## config.mk

```make
export PLATFORM = sky130hd
export DESIGN_NAME = serial_subtract_seq
export DESIGN_NICKNAME = d
export VERILOG_FILES = /design/src/rtl/serial_subtract_seq.sv
export SDC_FILE = /design/constraint.sdc
export NUM_CORES = 1
export LEC_CHECK = 0
export CAP_MARGIN = 20
export CORE_MARGIN = 10
export CORE_UTILIZATION = 40
export CTS_BUF_LIST = sky130_fd_sc_hd__clkbuf_2 sky130_fd_sc_hd__clkbuf_4 sky130_fd_sc_hd__clkbuf_8
export DETAILED_ROUTE_END_ITERATION = 16
export PLACE_DENSITY_LB_ADDON = 0.05
export SYNTH_ARGS = -nofsm -noshare
export SYNTH_HDL_FRONTEND = slang
export SYNTH_SLANG_ARGS = --single-unit
```

## constraint.sdc

```tcl
create_clock -name clk -period 1.96 [get_ports clk]
set_clock_uncertainty 0.15 [all_clocks]
set_input_delay 0.392 -clock clk [delete_from_list [all_inputs] [get_ports clk]]
set_output_delay 0.392 -clock clk [all_outputs]
set_load 0.01 [all_outputs]
```

## src/rtl/serial_subtract_seq.sv

```systemverilog
// Bit-serial unsigned subtractor: one subtract cell plus a borrow flop processes
// A - B LSB-first over WIDTH cycles, sequenced by a start/busy/done handshake.
module serial_subtract_seq #(
  parameter int unsigned WIDTH = 8
) (
  input  logic             clk,
  input  logic             rst_n,
  input  logic             start,
  input  logic [WIDTH-1:0] a,
  input  logic [WIDTH-1:0] b,
  output logic             busy,
  output logic             done,
  output logic [WIDTH-1:0] diff,
  output logic             borrow_out
);

  localparam int unsigned CW = (WIDTH > 1) ? $clog2(WIDTH) : 1;

  typedef enum logic [1:0] {S_IDLE, S_RUN, S_DONE} state_t;

  state_t           r_state;
  state_t           w_next;
  logic [WIDTH-1:0] r_a_sr;
  logic [WIDTH-1:0] r_b_sr;
  logic [WIDTH-1:0] r_r_sr;
  logic             r_borrow;
  logic [CW-1:0]    r_cnt;
  logic [WIDTH-1:0] r_diff;
  logic             r_borrow_out;

  logic             w_d;
  logic             w_br_nxt;
  logic             w_last;

  assign w_d      = r_a_sr[0] ^ r_b_sr[0] ^ r_borrow;
  assign w_br_nxt = (~r_a_sr[0] & r_b_sr[0]) | (~(r_a_sr[0] ^ r_b_sr[0]) & r_borrow);
  assign w_last   = (r_cnt == CW'(WIDTH - 1));

  always_ff @(posedge clk or negedge rst_n) begin
    if (!rst_n) r_state <= S_IDLE;
    else        r_state <= w_next;
  end

  always_comb begin
    w_next = r_state;
    case (r_state)
      S_IDLE:  if (start) w_next = S_RUN;
      S_RUN:   if (w_last) w_next = S_DONE;
      S_DONE:  w_next = S_IDLE;
      default: w_next = S_IDLE;
    endcase
  end

  always_ff @(posedge clk or negedge rst_n) begin
    if (!rst_n) begin
      r_a_sr       <= '0;
      r_b_sr       <= '0;
      r_r_sr       <= '0;
      r_borrow     <= 1'b0;
      r_cnt        <= '0;
      r_diff       <= '0;
      r_borrow_out <= 1'b0;
    end else begin
      case (r_state)
        S_IDLE: begin
          if (start) begin
            r_a_sr   <= a;
            r_b_sr   <= b;
            r_borrow <= 1'b0;
            r_cnt    <= '0;
          end
        end
        S_RUN: begin
          r_a_sr   <= r_a_sr >> 1;
          r_b_sr   <= r_b_sr >> 1;
          r_r_sr   <= {w_d, r_r_sr[WIDTH-1:1]};
          r_borrow <= w_br_nxt;
          // Final bit: publish the fully shifted result on the same edge that enters DONE.
          if (w_last) begin
            r_diff       <= {w_d, r_r_sr[WIDTH-1:1]};
            r_borrow_out <= w_br_nxt;
          end else begin
            r_cnt <= r_cnt + CW'(1);
          end
        end
        default: ;
      endcase
    end
  end

  assign busy       = (r_state != S_IDLE);
  assign done       = (r_state == S_DONE);
  assign diff       = r_diff;
  assign borrow_out = r_borrow_out;

endmodule

```

# Word level (Yosys, flattened, before mapping)
# Cells that the tools add are included.
word_totals:
  reg_bits: 39
  input_bits: 19
  output_inout_bits: 11
  elab_cells: 41
op_classes:
  n_addsub: 1
  n_eq_ne: 6
  muxes: 12
  bitwise_logic: 7
  n_reduce_logical: 7
ops:
  columns: ["operator", "n"]
  rows:
  - ["8-bit one-hot mux with 2 select lines", 2]
  - ["8-bit 2-to-1 mux", 2]
  - ["3-bit 2-to-1 mux", 2]
  - ["2-bit != test (second input constant)", 3]
  - ["3-bit one-hot mux with 2 select lines", 1]
  - ["2-bit AND reduction", 3]
  - ["2-bit 2-to-1 mux", 2]
  - ["2-bit one-hot mux with 2 select lines", 1]
  - ["2-bit nonzero test", 2]
  - ["3-bit by 1-bit adder with 3-bit output (second input constant)", 1]
  - ["3-bit == test (second input constant)", 1]
  - ["3-bit AND reduction", 1]
  - ["1-bit AND", 2]
  - ["2-bit by 1-bit == test with 1-bit output (second input constant)", 1]
  - ["2-bit == test (second input constant)", 1]
  - ["2-bit logical NOT", 1]
  - ["1-bit NOT", 2]
  - ["1-bit one-hot mux with 2 select lines", 1]
  - ["1-bit bitwise XOR", 2]
  - ["1-bit 2-to-1 mux", 1]
  - ["1-bit bitwise OR", 1]

# Depth between registers and ports, before layout
# Gate-level depths: netlist (run 1).
depth:
  ltp_word: 5
  depth_mapped: 5
  ltp_nobuf: 4

# Worst setup path before layout (run 1)
# OpenSTA, ideal clock, no wires.
synth_timing:
  path_kind: "register to register"
  from: "register r_cnt[0]"
  to: "register r_diff[0], in the netlist diff[0]"
  setup_time_ns: 0.125
  arrival_time_ns: 1.421
  t_required_ns: 1.685
  path_slack_ns: 0.264
  stages_incl_launch_ff: 6
  n_path_buf: 1
  synth_period_minus_slack_ns: 1.696
  cell_sequence: "dfrtp_1 > ha_1 > ha_1 > nand3b_1 > buf_2 > mux2_2"
synth_via:
  elab_chain_len: 2
synth_rtl:
  columns: ["item", "line_no", "text"]
  rows:
  - ["start, declared", "27", "logic [CW-1:0] r_cnt;"]
  - ["start signal, assigned", "83", "r_cnt <= r_cnt + CW'(1);"]
  - ["3-bit == test", "37", "assign w_last = (r_cnt == CW'(WIDTH - 1));"]
  - ["2-bit AND reduction (no line)", null, null]
  - ["end signal, assigned", "80", "r_diff <= {w_d, r_r_sr[WIDTH-1:1]};"]
  - ["end, declared", "28", "logic [WIDTH-1:0] r_diff;"]
# No other way between the ends.
# A chain may end at the register's enable or synchronous reset.

# Final worst setup path (run 1)
layout_timing:
  from: "register r_state[0]"
  to: "output done"
layout_via:
  elab_chain_len: 1
layout_rtl:
  columns: ["item", "line_no", "text"]
  rows:
  - ["start, declared", "21", "state_t r_state;"]
  - ["start signal, assigned", "41", "else r_state <= w_next;"]
  - ["2-bit == test", "92", "assign done = (r_state == S_DONE);"]
  - ["end, declared", "12", "output logic done,"]
# No other way between the ends.

==> metrics.log, run 1 <==
[metrics] starting density of the core: 41.23%
[metrics] final clock period utilization by the worst path: 96.17%
[metrics] router iterations before antenna repair: 4
[metrics] GRT Resource Usage Total: 10.47%
[metrics] post-synthesis cell count: 145
[metrics] GR Layer Usage met1: 11.79%
[metrics] Cell Pwr Density: 1445 mW/mm²
[metrics] busiest metal layer after global routing: met2
[metrics] largest net degree at the start of global routing: 36
[metrics] Global Route met3 Usage: 3.659%
[metrics] worst min-delay path startpoint: r_b_sr[7]
[metrics] total number of clock tree sinks: 38
[metrics] net load switching power: 1.071 mW
[metrics] hold crit path type: reg2reg
[metrics] Synth Register Bits: 38
[metrics] half-perimeter wire length after detailed placement: 2623 µm
[metrics] P&R area growth vs syn: 27.93%
[metrics] residual DRC count: 0
[metrics] clock tree from TritonCTS: done
[metrics] number of synthesis warnings: 0
[metrics] number of DRC markers after the initial detailed-route iteration: 70
[metrics] Bufs on Longest Clock Path: 2
[metrics] Antenna Cells: 0
[metrics] Die W: 86.77 µm
[metrics] wire length of the first global-routing pass: 6306 µm
[metrics] worst setup path category: reg2out
[metrics] critical path fanouts, max: 3
[metrics] data arrival time of the critical path: 1.34 ns
[metrics] capturing element of the worst setup path: done
[metrics] Slew HR: 68.68%
[metrics] later-pin clock latency in the skew report: 0.29 ns
[metrics] Hold Violations, Final: 0
[metrics] Cell Int Power: 2.225 mW
[metrics] post-layout minimum cycle time: 1.885 ns
[metrics] combinational share of power: 41.6%
[metrics] Die Height: 86.77 µm
[metrics] startpoint type of the worst setup path: register
[metrics] number of buffers created by CTS: 5
[metrics] Net Count, Synth: 167
[metrics] maximum achievable frequency: 530.5 MHz
[metrics] status: complete, no violations
[metrics] total number of vias: 1,245
[metrics] Switching Share: 32.50%
[metrics] area share of the leading cell type in the synthesized netlist: 53.33%
[metrics] Slew @ Worst Pin: 0.4698 ns
[metrics] global routing usage on met2: 17.32%
[metrics] area leader, netlist: sky130_fd_sc_hd__dfrtp_1
[metrics] Critical R2R Capture: diff[4]
[metrics] number of buffers inserted by port buffering: 29
[metrics] wire length per cell: 15.84 µm
[metrics] utilization of the core after routing: 52.75%
[metrics] number of cell instances on the worst register-to-register path: 5
[metrics] flip-flop cell with the highest count after synthesis: sky130_fd_sc_hd__dfrtp_1
[metrics] number of antenna violations at the first check in global routing: 0
[metrics] proportion of synthesized chip area in sequential cells: 53.33%
[metrics] EDFF count, synth: 0
[metrics] top cells by area in the synthesized netlist: sky130_fd_sc_hd__dfrtp_1 53%, sky130_fd_sc_hd__mux2_2 9.5%, sky130_fd_sc_hd__nor4b_1 3.9%, sky130_fd_sc_hd__o221a_2 3.8%, sky130_fd_sc_hd__or4b_1 3.4%
[metrics] fraction of power consumed by the clock network: 17.0%
[metrics] global placement routability congestion: 0.6796
[metrics] layout net count: 202
[metrics] total number of placement rows: 24
[metrics] Reg power frac: 41.4%
[metrics] synthesized cell area: 0.001783 mm²
[metrics] area of the core: 0.004324 mm²
[metrics] worst reg-to-reg setup slack: 0.21 ns
[metrics] Unique masters post-synth: 28
[metrics] Reg clk slew, reported paths: 0.08 ns
[metrics] required time reported for the critical path endpoint: 1.42 ns
[metrics] Critical path origin: r_state[0]
[metrics] Total Negative Setup Slacks: 0 ns
[metrics] Synth Area per Inst: 12.30 µm²
[metrics] leakage power total: 0.9855 nW
[metrics] via/cell ratio: 5.343
[metrics] clock root buffer: sky130_fd_sc_hd__clkbuf_8
[metrics] wirelength, routed: 3690 µm
[metrics] global route overflow: 0
[metrics] VDD IR max: 0.6995 mV
[metrics] Crit. End Element: output port
[metrics] RSZ-0062 raised after global routing: no
[metrics] dominant cell by count in the synthesized netlist: sky130_fd_sc_hd__dfrtp_1
[metrics] DIE AREA: 0.007528 mm²
[metrics] final setup violating endpoints: 0
[metrics] CTS H-tree lvls: 2
[metrics] Crit Reg-Reg Startpoint: r_cnt[0]
[metrics] number of fill cells: 399
[metrics] Max Cap Violations: 0
[metrics] most frequent cells after synthesis: 38 x sky130_fd_sc_hd__dfrtp_1, 15 x sky130_fd_sc_hd__mux2_2, 14 x sky130_fd_sc_hd__inv_1
[metrics] Ports: 30
[metrics] max-slew violations: 0
[metrics] share of cells above drive strength 1: 24.86%
[metrics] count of antenna-violating nets left after detailed routing: 0
[metrics] vias in the first global route: 1,387
[metrics] ys async rst share: 100.0%
==> area by class of cell <==
class	count	area, µm²	share of cell area (%)
sequential	38	950.9	41.69
multi-input combinational	81	710.7	31.16
timing repair buffer	40	406.6	17.83
clock buffer	6	82.58	3.620
tap	52	65.06	2.852
inverter	14	52.55	2.304
clock inverter	2	12.51	0.5485
==> repair_timing <==
action	in CTS	in global routing
buffers inserted	0	0
setup endpoints to repair	1	0
resized for setup	1	0
endpoints found under the hold margin	19	0
hold buffers	1	0
==> state kept, by name, summed over array words and instances (netlist names) <==
register	count
r_state	2
r_b_sr	8
r_r_sr	7
r_a_sr	8
r_cnt	3
borrow_out	1
r_borrow	1
diff	8
==> stage by stage <==
stage | setup slack [ns] | hold slack [ns] | area [µm²] | instances | power, mW
after floorplan | 0.2643 | -0.05359 | 1783 | 145 | 2.276
after global placement | 0.06285 | 0.2229 | 2177 | 224 | 2.717
after detailed placement | 0.008369 | 0.2311 | 2177 | 224 | 2.783
after CTS | 0.04772 | 0.3563 | 2281 | 233 | 3.352
after global routing | 0.005052 | 0.3705 | 2281 | 233 | 3.581
final | 0.07507 | 0.3518 | 2281 | 233 | 3.296
==> worst max-delay path, stage by stage (launching register included) <==
cell and delay, ns:
sky130_fd_sc_hd__dfrtp_1 0.39, sky130_fd_sc_hd__nor2b_1 0.12, sky130_fd_sc_hd__clkdlybuf4s50_1 0.55
==> placed cells by master (no fill, tap or decap), types with 2 or more instances in the layout <==
| cell type | count |
|---|---|
| sky130_fd_sc_hd__buf_12 | 3 |
| sky130_fd_sc_hd__o221a_2 | 6 |
| sky130_fd_sc_hd__nor3b_1 | 8 |
| sky130_fd_sc_hd__mux2_2 | 15 |
| sky130_fd_sc_hd__inv_1 | 14 |
| sky130_fd_sc_hd__a211oi_1 | 8 |
| sky130_fd_sc_hd__nand3_1 | 3 |
| sky130_fd_sc_hd__nand2b_1 | 4 |
| sky130_fd_sc_hd__nor4b_1 | 8 |
| sky130_fd_sc_hd__nand2_1 | 5 |
| sky130_fd_sc_hd__ha_1 | 2 |
| sky130_fd_sc_hd__dfrtp_1 | 38 |
| sky130_fd_sc_hd__buf_4 | 7 |
| sky130_fd_sc_hd__o221ai_1 | 3 |
| sky130_fd_sc_hd__or2_2 | 2 |
| sky130_fd_sc_hd__clkbuf_8 | 6 |
| sky130_fd_sc_hd__clkdlybuf4s50_1 | 27 |
| sky130_fd_sc_hd__or4b_1 | 6 |
==> logic make-up after synthesis <==
logic type	synth area share [%]
flip-flops	53.33
AND/OR/NAND/NOR	15.93
multiplexers	10.03
buffers and inverters	6.807
adder cells (fa/ha/maj)	2.526
AO/OA/AOI/OAI	11.37
==> per-layer routing <==
metal,share of wire [%],vias to the layer above
li1,-,598
met1,45,614
met5,0,-
met2,48,24
met3,5.4,9
met4,2.0,0
==> worst min-delay path by stage <==
stage / endpoint / slack [ns] / depth (start not counted)
2_1_floorplan: borrow_out / -0.05 / 0
3_3_place_gp: diff[5] / 0.22 / 1
3_5_place_dp: diff[5] / 0.23 / 1
4_1_cts: r_b_sr[7] / 0.36 / 1
5_1_grt: diff[6] / 0.37 / 1
6_report: r_b_sr[7] / 0.35 / 1
==> power groups by stage <==
stage	clock [mW]	sequential, mW	combinational [mW]
3_3_place_gp	0	1.37	1.35
3_5_place_dp	0	1.38	1.40
5_1_grt	0.618	1.42	1.55
4_1_cts	0.584	1.37	1.40
6_report	0.560	1.36	1.37
2_1_floorplan	0	1.37	0.907
Power figures use the tool's default switching activity.
==> run 2: changes to the inputs <==
- ABC_AREA: default -> 1
- DONT_BUFFER_PORTS: default -> 1
==> run 2 against run 1 <==
Register-to-register slack improved by 0.10 ns. Sequential cell count is the same. Clock power fell by 11%. Synthesized area fell by 0.63%. Maximum frequency up 13%. Non-clock buffer count is 34 lower. Via count increased by 5.5%. Core utilization down 8.3 points. Combinational power is 26% lower. Largest power group is now registers. Highest routed layer unchanged.
==> metrics.log, run 2 <==
[metrics] Cell Int Power: 1.743 mW (was 2.225 mW)
[metrics] final worst setup slack: 0.2967 ns (was 0.07507 ns)
[metrics] Net Count, Synth: 228 (was 167)
[metrics] residual DRC count: 0 (unchanged)
[metrics] hold crit path type: in2reg (was reg2reg)
[metrics] dominant cell by count in the synthesized netlist: sky130_fd_sc_hd__nand2_1 (was sky130_fd_sc_hd__dfrtp_1)
[metrics] most frequent cells after synthesis: 53 x sky130_fd_sc_hd__nand2_1, 44 x sky130_fd_sc_hd__nand3_1, 38 x sky130_fd_sc_hd__dfrtp_1 (was 38 x sky130_fd_sc_hd__dfrtp_1, 15 x sky130_fd_sc_hd__mux2_2, 14 x sky130_fd_sc_hd__inv_1)
[metrics] share of cells above drive strength 1: 12.38% (was 24.86%)
[metrics] starting density of the core: 40.97% (was 41.23%)
[metrics] half-perimeter wire length after detailed placement: 2504 µm (was 2623 µm)
[metrics] worst min-delay path startpoint: b[7] (was r_b_sr[7])
[metrics] ys async rst share: 100.0% (unchanged)
[metrics] required time reported for the critical path endpoint: 1.42 ns (about the same)
[metrics] Crit. End Element: output port (unchanged)
[metrics] router iterations before antenna repair: 4 (unchanged)
[metrics] worst reg-to-reg setup slack: 0.31 ns (was 0.21 ns)
[metrics] Reg clk slew, reported paths: 0.07 ns (was 0.08 ns)
[metrics] post-CTS resize count: 0 (was 1)
[metrics] wirelength, routed: 3526 µm (was 3690 µm)
[metrics] synthesized cell area: 0.001772 mm² (was 0.001783 mm²)
[metrics] EDFF count, synth: 0 (unchanged)
[metrics] VDD IR max: 0.4771 mV (was 0.6995 mV)
[metrics] wire length of the first global-routing pass: 6396 µm (was 6306 µm)
[metrics] leakage power total: 1.008 nW (was 0.9855 nW)
[metrics] Hold Violations, Final: 0 (unchanged)
[metrics] Unique masters post-synth: 18 (was 28)
[metrics] Max Cap Violations: 0 (unchanged)
[metrics] total number of clock tree sinks: 38 (unchanged)
[metrics] number of antenna violations at the first check in global routing: 0 (unchanged)
[metrics] vias in the first global route: 1,340 (was 1,387)
[metrics] number of buffers created by CTS: 5 (unchanged)
[metrics] max-slew violations: 0 (unchanged)
[metrics] total number of vias: 1,314 (was 1,245)
[metrics] proportion of synthesized chip area in sequential cells: 53.67% (was 53.33%)
[metrics] flip-flop cell with the highest count after synthesis: sky130_fd_sc_hd__dfrtp_1 (unchanged)
[metrics] via/cell ratio: 5.015 (was 5.343)
[metrics] top cells by area in the synthesized netlist: sky130_fd_sc_hd__dfrtp_1 54%, sky130_fd_sc_hd__nand3_1 12%, sky130_fd_sc_hd__nand2_1 11%, sky130_fd_sc_hd__inv_1 6.4%, sky130_fd_sc_hd__o21ai_2 4.0% (was sky130_fd_sc_hd__dfrtp_1 53%, sky130_fd_sc_hd__mux2_2 9.5%, sky130_fd_sc_hd__nor4b_1 3.9%, sky130_fd_sc_hd__o221a_2 3.8%, sky130_fd_sc_hd__or4b_1 3.4%)
[metrics] number of cell instances on the worst register-to-register path: 5 (unchanged)
[metrics] number of buffers added for setup after CTS: 0 (unchanged)
[metrics] Critical R2R Capture: r_b_sr[2] (was diff[4])
[metrics] CTS H-tree lvls: 2 (unchanged)
[metrics] data arrival time of the critical path: 1.12 ns (was 1.34 ns)
[metrics] combinational share of power: 35.7% (was 41.6%)
[metrics] wire length per cell: 13.46 µm (was 15.84 µm)
[metrics] post-layout minimum cycle time: 1.663 ns (was 1.885 ns)
[metrics] global placement routability congestion: 0.7468 (was 0.6796)
[metrics] Die W: 86.55 µm (was 86.77 µm)
[metrics] Cell Pwr Density: 1494 mW/mm² (was 1445 mW/mm²)
[metrics] count of antenna-violating nets left after detailed routing: 0 (unchanged)
[metrics] maximum achievable frequency: 601.2 MHz (was 530.5 MHz)
[metrics] later-pin clock latency in the skew report: 0.28 ns (was 0.29 ns)
[metrics] Crit Reg-Reg Startpoint: r_state[1] (was r_cnt[0])
[metrics] fraction of power consumed by the clock network: 17.4% (was 17.0%)
[metrics] critical path fanouts, max: 16 (was 3)
[metrics] RSZ-0062 raised after global routing: no (unchanged)
[metrics] number of buffers inserted by port buffering: 0 (was 29)
[metrics] final setup violating endpoints: 0 (unchanged)
[metrics] Die Height: 86.55 µm (was 86.77 µm)
[metrics] largest net degree at the start of global routing: 39 (was 36)
[metrics] number of instances on the worst hold path: 2 (was 1)
[metrics] number of synthesis warnings: 0 (unchanged)
[metrics] Bufs on Longest Clock Path: 2 (unchanged)
[metrics] Switching Share: 39.32% (was 32.50%)
[metrics] P&R area growth vs syn: 8.545% (was 27.93%)
[metrics] Antenna Cells: 0 (unchanged)
[metrics] worst setup path category: reg2out (unchanged)
[metrics] post-placement worst setup slack: 0.3018 ns (was 0.008369 ns)
[metrics] clock tree from TritonCTS: done (unchanged)
[metrics] status: complete, no violations (unchanged)
[metrics] Slew HR: 75.74% (was 68.68%)
[metrics] clock root buffer: sky130_fd_sc_hd__clkbuf_8 (unchanged)
[metrics] Hold Buf Count CTS: 2 (was 1)
[metrics] Synth Register Bits: 38 (unchanged)
[metrics] post-synthesis cell count: 206 (was 145)
[metrics] startpoint type of the worst setup path: register (unchanged)
[metrics] Slew @ Worst Pin: 0.3626 ns (was 0.4698 ns)
[metrics] area of the core: 0.004324 mm² (unchanged)
[metrics] Synth Area per Inst: 8.600 µm² (was 12.30 µm²)
[metrics] GRT Resource Usage Total: 10.43% (was 10.47%)
[metrics] total number of placement rows: 24 (unchanged)
[metrics] Total Negative Setup Slacks: 0 ns (unchanged)
[metrics] commonest cells after routing, fill and taps aside: 53 x sky130_fd_sc_hd__nand2_1, 44 x sky130_fd_sc_hd__nand3_1, 38 x sky130_fd_sc_hd__dfrtp_1 (was 38 x sky130_fd_sc_hd__dfrtp_1, 27 x sky130_fd_sc_hd__clkdlybuf4s50_1, 15 x sky130_fd_sc_hd__mux2_2)
[metrics] area leader, netlist: sky130_fd_sc_hd__dfrtp_1 (unchanged)
[metrics] endpoint with the worst hold slack: r_b_sr[7] (unchanged)
[metrics] layout net count: 232 (was 202)
[metrics] Reg power frac: 46.9% (was 41.4%)
[metrics] DIE AREA: 0.007491 mm² (was 0.007528 mm²)
[metrics] most common cell after layout, fill and taps aside: sky130_fd_sc_hd__nand2_1 (was sky130_fd_sc_hd__dfrtp_1)
[metrics] number of fill cells: 455 (was 399)
[metrics] final clock period utilization by the worst path: 84.86% (was 96.17%)
[metrics] Ports: 30 (unchanged)
[metrics] number of DRC markers after the initial detailed-route iteration: 29 (was 70)
[metrics] global route overflow: 0 (unchanged)
[metrics] area share of the leading cell type in the synthesized netlist: 53.67% (was 53.33%)
[metrics] net load switching power: 1.130 mW (was 1.071 mW)
run 2: changes by cell type after synthesis, moves of 3 or more:
| cell | previous run | this run |
|---|---|---|
| sky130_fd_sc_hd__a211oi_1 | 8 | 0 |
| sky130_fd_sc_hd__inv_1 | 14 | 30 |
| sky130_fd_sc_hd__mux2_2 | 15 | 0 |
| sky130_fd_sc_hd__nand2_1 | 5 | 53 |
| sky130_fd_sc_hd__nand2b_1 | 4 | 0 |
| sky130_fd_sc_hd__nand3_1 | 3 | 44 |
| sky130_fd_sc_hd__nand4_1 | 0 | 5 |
| sky130_fd_sc_hd__nor3b_1 | 8 | 0 |
| sky130_fd_sc_hd__nor4b_1 | 8 | 0 |
| sky130_fd_sc_hd__o21ai_0 | 0 | 8 |
| sky130_fd_sc_hd__o21ai_2 | 0 | 8 |
| sky130_fd_sc_hd__o221a_2 | 6 | 0 |
| sky130_fd_sc_hd__o221ai_1 | 3 | 0 |
| sky130_fd_sc_hd__or4b_1 | 6 | 0 |
run 2: logic make-up after synthesis:
logic type	Yosys count	share of synthesized area, %
buf+inv	41	9.746
flops	38	53.67
simple gates	108	27.82
fa+ha+maj	3	2.542
compound gates	16	6.215
run 2: worst max path at each step:
stage	from	to	slack [ns]
floorplan	r_state[1]	done	0.53
global route	r_state[1]	r_r_sr[4]	0.17
detailed placement	r_state[1]	r_b_sr[1]	0.30
global placement	r_state[1]	r_b_sr[0]	0.36
CTS	r_state[0]	done	0.27
finish	r_state[1]	done	0.30
run 2: worst max-delay path: stages (launching register included):
cell and delay [ns]:
sky130_fd_sc_hd__dfrtp_1 0.44, sky130_fd_sc_hd__inv_2 0.16, sky130_fd_sc_hd__nor2_1 0.23
run 2: layout make-up:
type	instances	area [µm²]	area share (%)
Sequential cell	38	950.9	49.45
Multi-Input combinational cell	127	648.1	33.70
Inverter	32	120.1	6.246
Clock buffer	5	68.82	3.578
Tap cell	52	65.06	3.383
Timing Repair Buffer	6	60.06	3.123
Clock inverter	2	10.01	0.5205
run 2: metal layers:
layer  vias up  wire [µm]  GRT usage, %
met4         0         42         4.418
li1        660          -             -
met3         5        266         3.940
met2        31       1678         15.97
met1       618       1538         12.81
met5         -          0             0
run 2: metrics by stage:
| step | power (mW) | instance area, µm² | utilization (%) | instances | hold WS, ns |
|---|---|---|---|---|---|
| global placement | 2.368 | 1814 | 41.96 | 253 | -0.05225 |
| floorplan | 2.175 | 1772 | - | 206 | -0.05359 |
| global route | 3.192 | 1923 | 44.47 | 262 | 0.08215 |
| finish | 2.873 | 1923 | 44.47 | 262 | 0.06708 |
| detailed placement | 2.400 | 1814 | 41.96 | 253 | -0.05210 |
| CTS | 2.938 | 1923 | 44.47 | 262 | 0.05662 |
run 2: power by group through the flow:
stage / Clock (mW) / Combinational, mW / Sequential (mW)
after floorplan: 0 / 0.865 / 1.31
after global placement: 0 / 1.00 / 1.36
after detailed placement: 0 / 1.03 / 1.37
after CTS: 0.528 / 1.05 / 1.36
after global routing: 0.560 / 1.23 / 1.40
final: 0.500 / 1.02 / 1.35
==> run 3: changes to the inputs <==
- clock period: 1.96 -> 1.55 ns (I/O delays scaled with it)
==> run 3 against run 2 <==
Core utilization rose by 3.5 points. Hold slack got worse by 0.026 ns. Highest routed layer unchanged. Via count increased by 6.2%. Die area unchanged. Clock-buffer cell count grew 2. Largest cell class unchanged.
==> metrics.log, run 3 (synthesis gave the netlist of run 2 again) <==
[metrics] global route overflow: 0 (unchanged)
[metrics] max-slew violations: 0 (unchanged)
[metrics] wirelength, routed: 3901 µm (was 3526 µm)
[metrics] post-layout minimum cycle time: 1.488 ns
[metrics] status: complete, no violations (unchanged)
[metrics] Slew @ Worst Pin: 0.2234 ns (was 0.3626 ns)
[metrics] router iterations before antenna repair: 4 (unchanged)
[metrics] number of antenna violations at the first check in global routing: 0 (unchanged)
[metrics] wire length of the first global-routing pass: 6720 µm (was 6396 µm)
[metrics] worst setup path category: reg2out (unchanged)
[metrics] Reg clk slew, reported paths: 0.07 ns (about the same)
[metrics] count of antenna-violating nets left after detailed routing: 0 (unchanged)
[metrics] Max Cap Violations: 0 (unchanged)
[metrics] leakage power total: 1.074 nW (was 1.008 nW)
[metrics] RSZ-0062 raised after global routing: no (unchanged)
[metrics] Die Height: 86.55 µm (unchanged)
[metrics] P&R area growth vs syn: 17.09% (was 8.545%)
[metrics] starting density of the core: 40.97% (unchanged)
[metrics] vias in the first global route: 1,392 (was 1,340)
[metrics] DIE AREA: 0.007491 mm² (unchanged)
[metrics] commonest cells after routing, fill and taps aside: 53 x sky130_fd_sc_hd__nand2_1, 44 x sky130_fd_sc_hd__nand3_1, 36 x sky130_fd_sc_hd__dfrtp_1 (was 53 x sky130_fd_sc_hd__nand2_1, 44 x sky130_fd_sc_hd__nand3_1, 38 x sky130_fd_sc_hd__dfrtp_1)
[metrics] non-filler cells, final: 277 (was 262)
[metrics] half-perimeter wire length after detailed placement: 2658 µm (was 2504 µm)
[metrics] Total Negative Setup Slacks: 0 ns (unchanged)
[metrics] clock tree from TritonCTS: done (unchanged)
[metrics] Die W: 86.55 µm (unchanged)
[metrics] GRT Resource Usage Total: 11.11% (was 10.43%)
[metrics] CTS H-tree lvls: 2 (unchanged)
[metrics] Crit. End Element: output port (unchanged)
[metrics] Ports: 30 (unchanged)
[metrics] Antenna Cells: 0 (unchanged)
[metrics] final clock period utilization by the worst path: 96.01%
[metrics] layout net count: 246 (was 232)
[metrics] number of fill cells: 435 (was 455)
[metrics] hold crit path type: in2reg (unchanged)
[metrics] startpoint type of the worst setup path: register (unchanged)
[metrics] total number of clock tree sinks: 38 (unchanged)
[metrics] VDD IR max: 0.8436 mV (was 0.4771 mV)
[metrics] residual DRC count: 0 (unchanged)
[metrics] number of buffers created by CTS: 5 (unchanged)
[metrics] later-pin clock latency in the skew report: 0.29 ns (was 0.28 ns)
[metrics] number of DRC markers after the initial detailed-route iteration: 93 (was 29)
[metrics] Cell Pwr Density: 1890 mW/mm² (was 1494 mW/mm²)
[metrics] wire length per cell: 14.08 µm (was 13.46 µm)
[metrics] utilization of the core after routing: 47.97% (was 44.47%)
[metrics] maximum achievable frequency: 671.9 MHz
[metrics] Bufs on Longest Clock Path: 2 (unchanged)
[metrics] total number of vias: 1,395 (was 1,314)
[metrics] global placement routability congestion: 0.7967 (was 0.7468)
[metrics] Power, Total: 3.922 mW (was 2.873 mW)
[metrics] largest net degree at the start of global routing: 39 (unchanged)
[metrics] share of cells above drive strength 1: 19.56% (was 12.38%)
[metrics] required time reported for the critical path endpoint: 1.09 ns (was 1.42 ns)
[metrics] clock root buffer: sky130_fd_sc_hd__clkbuf_8 (unchanged)
[metrics] via/cell ratio: 5.036 (was 5.015)
[metrics] total number of placement rows: 24 (unchanged)
[metrics] Hold Violations, Final: 0 (unchanged)
[metrics] hold_ws: 0.04111 ns (was 0.06708 ns)
[metrics] most common cell after layout, fill and taps aside: sky130_fd_sc_hd__nand2_1 (unchanged)
[metrics] dpl cells: 257 (was 253)
[metrics] Slew HR: 85.06% (was 75.74%)
[metrics] critical path fanouts, max: 2 (was 16)
[metrics] area of the core: 0.004324 mm² (unchanged)
[metrics] final setup violating endpoints: 0 (unchanged)
[metrics] data arrival time of the critical path: 1.03 ns (was 1.12 ns)
[metrics] number of buffers inserted by port buffering: 0 (unchanged)
==> run 3: cell count changes in the layout (fill, tap and decap cells not counted), moves of 2 or more <==
cell                            before  now
sky130_fd_sc_hd__buf_4               4   14
sky130_fd_sc_hd__dfrtp_1            38   36
sky130_fd_sc_hd__nor2_1              2    0
sky130_fd_sc_hd__dlygate4sd3_1       1    3
sky130_fd_sc_hd__dfrtp_2             0    2
sky130_fd_sc_hd__nor2_4              1    3
==> run 3: worst paths after layout <==
kind	from	end	slack (ns)	depth (start not counted)
worst min register to register	r_r_sr[1]	diff[0]	0.34	2
max in group asynchronous	rst_n	r_state[1]	0.72	2
worst max register to register	r_state[1]	diff[7]	0.07	6
worst min-delay path	b[2]	r_b_sr[2]	0.04	2
min in group asynchronous	rst_n	diff[3]	0.33	2
worst max-delay path	r_state[1]	busy	0.06	3
==> run 3: per-stage QoR <==
step | instance area [µm²] | setup slack (ns)
2_1_floorplan | 1772 | 0.1648
3_3_place_gp | 1844 | 0.08430
3_5_place_dp | 1844 | 0.03342
4_1_cts | 2027 | 0.009741
5_1_grt | 2074 | 0.007321
6_report | 2074 | 0.06179
==> run 3: cell type report <==
cell class	count	area, µm²	area share [%]
inverters	32	122.6	5.911
multi-input cells	128	671.9	32.39
clock inverters	1	5.005	0.2413
clock buffers	7	90.09	4.343
flip-flops and latches	38	953.4	45.96
repair buffers	19	166.4	8.022
well taps	52	65.06	3.136
==> run 3: power by group <==
group,switching (mW),internal [mW],total [mW]
registers,0.310,1.42,1.73
logic,0.881,0.603,1.48
clock network,0.336,0.376,0.712
total,1.53,2.39,3.92
==> run 3: layer usage <==
layer / vias to the layer above / routed length, µm / global-route usage, %
met2: 36 / 1774 / 16.98
met5: - / 0 / 0
met1: 659 / 1780 / 13.66
met4: 0 / 84 / 4.418
met3: 7 / 262 / 4.409
li1: 693 / - / -
==> run 3: repair_timing <==
action                     4_1_cts  5_1_grt
setup endpoints to repair        2       12
gates resized for setup          6        3
pin swaps                        1        1
cloned                           0        1
buffers inserted                 3        4
hold buffers                     4        0
hold endpoints to repair        40        0
==> run 3: critical path, cell delays in order (launching register included) <==
cell                      delay, ns
sky130_fd_sc_hd__dfrtp_2       0.43
sky130_fd_sc_hd__buf_4         0.15
sky130_fd_sc_hd__nor2_4        0.08
sky130_fd_sc_hd__inv_1         0.08
